--- config.mk ---
export PLATFORM = sky130hd
export DESIGN_NAME = demux_switch_n
export DESIGN_NICKNAME = d
export VERILOG_FILES = /design/src/rtl/demux_switch_n_pkg.sv /design/src/rtl/demux_switch_n_slot.sv /design/src/rtl/demux_switch_n.sv
export SDC_FILE = /design/constraint.sdc
export NUM_CORES = 1
export LEC_CHECK = 0
export ABC_AREA = 1
export ABC_CLOCK_PERIOD_IN_PS = 1000
export CORE_AREA = 2 2 39 41
export CTS_CLUSTER_SIZE = 20
export DETAILED_ROUTE_END_ITERATION = 16
export DIE_AREA = 0 0 41 43
export GPL_TIMING_DRIVEN = 0
export HOLD_SLACK_MARGIN = 0.02
export SYNTH_ARGS = -nofsm -noshare
export SYNTH_HDL_FRONTEND = slang
export SYNTH_SLANG_ARGS = --single-unit
--- constraint.sdc ---
create_clock -name clk -period 1 [get_ports clk]
set_input_delay 0.2 -clock clk [delete_from_list [all_inputs] [get_ports clk]]
set_output_delay 0.2 -clock clk [all_outputs]
set_load 0.03 [all_outputs]
--- src/rtl/demux_switch_n_pkg.sv ---
// Shared helpers for the 1-to-N demultiplexing switch.
package demux_switch_n_pkg;

  localparam int unsigned DEFAULT_CNT_W = 8;

  // Select width: clog2 of the channel count, never below one bit
  function automatic int unsigned sel_width(input int unsigned n);
    return (n > 1) ? unsigned'($clog2(n)) : 1;
  endfunction

  // Saturation value of a cnt_w-bit drop counter (valid for cnt_w <= 63)
  function automatic longint unsigned cnt_sat(input int unsigned cnt_w);
    return (64'd1 << cnt_w) - 64'd1;
  endfunction

endpackage

--- src/rtl/demux_switch_n_slot.sv ---
// One-entry holding slot for a single output channel.
module switch_slot #(
  parameter int unsigned W = 1
) (
  input  logic         clk,
  input  logic         rst_n,
  input  logic         load,
  input  logic [W-1:0] data_in,
  input  logic         ready,
  output logic         full,
  output logic [W-1:0] data_out
);

  // Load has priority over drain so a slot can be emptied and refilled in one cycle
  always_ff @(posedge clk) begin
    if (!rst_n) begin
      full     <= 1'b0;
      data_out <= '0;
    end else if (load) begin
      full     <= 1'b1;
      data_out <= data_in;
    end else if (ready) begin
      full     <= 1'b0;
    end
  end

endmodule

--- src/rtl/demux_switch_n.sv ---
// Registered 1-to-N demultiplexing switch with broadcast and out-of-range drop accounting.
module demux_switch_n
  import demux_switch_n_pkg::*;
#(
  parameter int unsigned N     = 2,
  parameter int unsigned W     = 1,
  parameter int unsigned SEL_W = sel_width(N),
  parameter int unsigned CNT_W = DEFAULT_CNT_W
) (
  input  logic               clk,
  input  logic               rst_n,
  input  logic [SEL_W-1:0]   s,
  input  logic [W-1:0]       d,
  input  logic               bcast,
  input  logic               in_valid,
  output logic               in_ready,
  output logic [N*W-1:0]     c,
  output logic [N-1:0]       c_valid,
  input  logic [N-1:0]       c_ready,
  output logic               drop,
  output logic [CNT_W-1:0]   drop_count
);

  localparam logic [CNT_W-1:0] CNT_MAX = CNT_W'(cnt_sat(CNT_W));

  logic [N-1:0] full;
  logic [N-1:0] free;
  logic [N-1:0] load;
  logic [W-1:0] slot_data [N];
  logic         s_in_range;
  logic         sel_free;
  logic         accept;
  logic         drop_now;

  // A slot is free when empty or being drained this cycle
  assign free = ~full | c_ready;

  // Decode the select against the real channel count (N need not be a power of two)
  always_comb begin
    s_in_range = 1'b0;
    sel_free   = 1'b0;
    for (int unsigned i = 0; i < N; i++) begin
      if (s == SEL_W'(i)) begin
        s_in_range = 1'b1;
        sel_free   = free[i];
      end
    end
  end

  // Broadcast needs every slot free; out-of-range beats are always taken and discarded
  assign in_ready = rst_n & (bcast ? (&free) : (s_in_range ? sel_free : 1'b1));
  assign accept   = in_valid & in_ready;
  assign drop_now = accept & ~bcast & ~s_in_range;

  // Per-channel load strobes
  always_comb begin
    load = '0;
    for (int unsigned i = 0; i < N; i++) begin
      load[i] = accept & (bcast | (s == SEL_W'(i)));
    end
  end

  // Slot array and zero-gated channel outputs
  for (genvar g = 0; g < N; g++) begin : g_slot
    switch_slot #(
      .W (W)
    ) u_slot (
      .clk      (clk),
      .rst_n    (rst_n),
      .load     (load[g]),
      .data_in  (d),
      .ready    (c_ready[g]),
      .full     (full[g]),
      .data_out (slot_data[g])
    );

    assign c[g*W +: W] = full[g] ? slot_data[g] : '0;
  end

  assign c_valid = full;

  // Drop pulse and saturating drop counter
  always_ff @(posedge clk) begin
    if (!rst_n) begin
      drop       <= 1'b0;
      drop_count <= '0;
    end else begin
      drop <= drop_now;
      if (drop_now && (drop_count != CNT_MAX)) begin
        drop_count <= drop_count + CNT_W'(1);
      end
    end
  end

endmodule

==> results of run 1 <==
[metrics by stage]
| step | instances | TNS [ps] | area, µm² | hold WS (ps) |
|---|---|---|---|---|
| 6_report | 98 | -418 | 584 | 383 |
| 5_1_grt | 98 | -852 | 584 | 413 |
| 4_1_cts | 97 | -446 | 571 | 378 |
| 3_5_place_dp | 92 | -3570 | 514 | 502 |
| 3_3_place_gp | 92 | -3530 | 514 | 502 |
| 2_1_floorplan | 64 | -22.0 | 374 | 321 |
[what timing repair did]
action	4_1_cts	5_1_grt
pin swaps	1	1
gates cloned	0	0
resized for setup	49	5
setup buffers	2	1
endpoints found under the setup margin	9	8
[state kept, by name, summed over array words and instances, names as in the netlist]
register / flops
g_slot.u_slot.full: 2
g_slot.u_slot.data_out: 2
[logic make-up (layout without fill, tap and decap cells)]
group | after synthesis | in the layout
buffers and inverters | 24 | 42
AOI/OAI and AO/OA | 3 | 3
DFF | 4 | 4
and+or+nand+nor | 24 | 24
other | 1 | 9
[worst reg2reg max path, stage by stage, from the launching register on]
cell and delay (ps):
dfxtp_4 360, nand2_2 80, a21oi_4 150, nor2_4 60, buf_4 130, nand4_1 80
nand2_1 50, nor2_1 70
[path summary, 6_finish.rpt]
| check | slack, ps | endpoint |
|---|---|---|
| max | -210 | in_ready |
| min | 380 | g_slot[1].u_slot.full$_SDFFE_PN0P_ |
| max reg2reg | -40 | g_slot[1].u_slot.data_out$_SDFFE_PN0P_ |
| min reg2reg | 500 | g_slot[1].u_slot.full$_SDFFE_PN0P_ |
[power by group through the flow]
stage	registers (mW)	clock network [mW]	logic, mW
2_1_floorplan	0.178	0	0.139
3_3_place_gp	0.179	0	0.193
3_5_place_dp	0.179	0	0.194
4_1_cts	0.177	0.213	0.202
5_1_grt	0.179	0.224	0.226
6_report	0.178	0.200	0.208
[layer usage]
metal / track usage, % / vias up / share of wire, %
met5: 0 / - / 0
met4: 0 / 0 / 0
met3: 9.42 / 0 / 10
met2: 15.0 / 12 / 54
met1: 9.32 / 150 / 35
li1: - / 199 / -
[Yosys cell counts]
master	number
a21oi_1	3
buf_4	11
conb_1	1
dfxtp_1	4
inv_1	13
nand2_1	11
nand2_2	1
nand3_1	1
nand4_1	4
nor2_1	6
nor2_2	1
[final cells by class]
type | instances | area (µm²)
Fill cell | 157 | 800
Clock buffer | 3 | 22.5
Inverter | 13 | 48.8
Sequential cell | 4 | 85.1
Buffer | 11 | 90.1
Tap cell | 16 | 20.0
Multi-Input combinational cell | 36 | 179
Timing Repair Buffer | 15 | 139
==> impl_metrics.ini, run 1 <==
[sta]
finalCritPeriodShare_pct = 121
final_hold_viol_count = 0
rsz0062_at_grt = true
layout_setup_ws_ps = -212
setup_viol = 6
finClkSkew_ps = 3.84
fmax_mhz = 825
final.min_clock_period_ps = 1210
maxSlewViolCount = 0

[critical_path]
critPathMaxFanout = 4
critPathKind = flop to primary output
crit_cells = 4
worst-path-buf-inv = 1
critPathTopFamily = flip-flops
r2r_cells = 7
crit_path_start = g_slot[0].u_slot.full$_SDFFE_PN0P_
cp_cell_sequence = nand2_2, a21oi_4, nor2_4, buf_6
critPathLaunchType = flop
critPathArrivalTime_ps = 1010
r2r-start = g_slot[0].u_slot.full$_SDFFE_PN0P_
crit_path_top_delay_cell = dfxtp_4
crit_required_ps = 800
slowest_delay_ps = 360
endpoint_kind = primary output

[clock_network]
cts_num_sinks = 4
cts.htree.levels = 1
cts.hold.buffers_added = 0
cts_tree = done
cts_inserted_buffers = 3
clockBufferDepth = 2
clock_latency_ps = 240
root_buffer = clkbuf_4
clk_pin_slew_ps = 40

[yosys]
synth_fa_ha_area_share_pct = 0
synth-compound-area-share_pct = 4.46
syn_inst = 56
synth_xor_area_share_pct = 0
synth_top_area_cell = buf_4
yosys.area_share.simple_pct = 31.6
synth_mux_area_share_pct = 0
yosysWarnings = 0
synthDominantCellAreaShare_pct = 24.5
yosys-top-cells-area = buf_4, dfxtp_1, inv_1, nand2_1, nand4_1
synth_top_family_by_area = buffers and inverters
synth_cell_types = 11
syn_area_per_cell_um2 = 6.01
synth_area_um2 = 337
synth_seq_cells = 4
synth-seq-area-share_pct = 23.8

[final_layout]
final_cell_mix = buf_4, inv_1, conb_1, nand2_1, buf_6
final_common_cell = buf_4
antenna_cells = 0
num-nets-final = 92
finish.utilization_pct = 42.2
drive_above_1_share_pct = 41.5
area_growth_pct = 73.6

[run]
max_cap_violations = 0

[power]
power.total_mw = 0.586
internal-power_mw = 0.394
p_leak_nw = 0.333
vdd_ir_drop_max_mv = 0.548
power_frac_seq_pct = 30.4
clock_power_share_pct = 34.1
switchingPower_mw = 0.192
pwr-share-comb_pct = 35.6
powerDensity_mw_per_mm2 = 1000
swShare_pct = 32.8

[global_routing]
antenna_found_initial = 0
grt_usage_pct = 9.54
grt_max_degree = 5
grt_overflow = 0
grt_pass1_wl_mm = 1.06
grt_pass1_vias = 281

[floorplan]
ios = 22
die_h_um = 43
start_util_pct = 24.3
coreArea_mm2 = 0.00138
die_x_um = 41
num_rows = 14
die_area_mm2 = 0.00176

[routing]
vias = 361
wl_per_cell_um = 7.31
drc_errors = 0
drt_wl_total_um = 716
drt_iter0_drc = 6
first_pass_iters = 4
antenna_left = 0
via_per_inst = 3.68

[place]
dp_slack_ps = -937
io_buffers = 12
routabilityCongestion = 0.731
dpl.hpwl_um = 528

[status]
status = finished, violations left
violations = setup timing

[min_path]
min_from = c_ready[1]
hp-class = primary input to flop
whs_path_depth = 4
No activity file was read; power rests on OpenSTA's default activity.
==> run 2, diff against run 1 <==
--- a/config.mk
+++ b/config.mk
@@ -6,7 +6,6 @@
 export NUM_CORES = 1
 export LEC_CHECK = 0
 export ABC_AREA = 1
-export ABC_CLOCK_PERIOD_IN_PS = 1000
 export CORE_AREA = 2 2 39 41
 export CTS_CLUSTER_SIZE = 20
 export DETAILED_ROUTE_END_ITERATION = 16
==> results of run 2 <==
No change in the layout: final DEF, timing and power equal those of run 1.
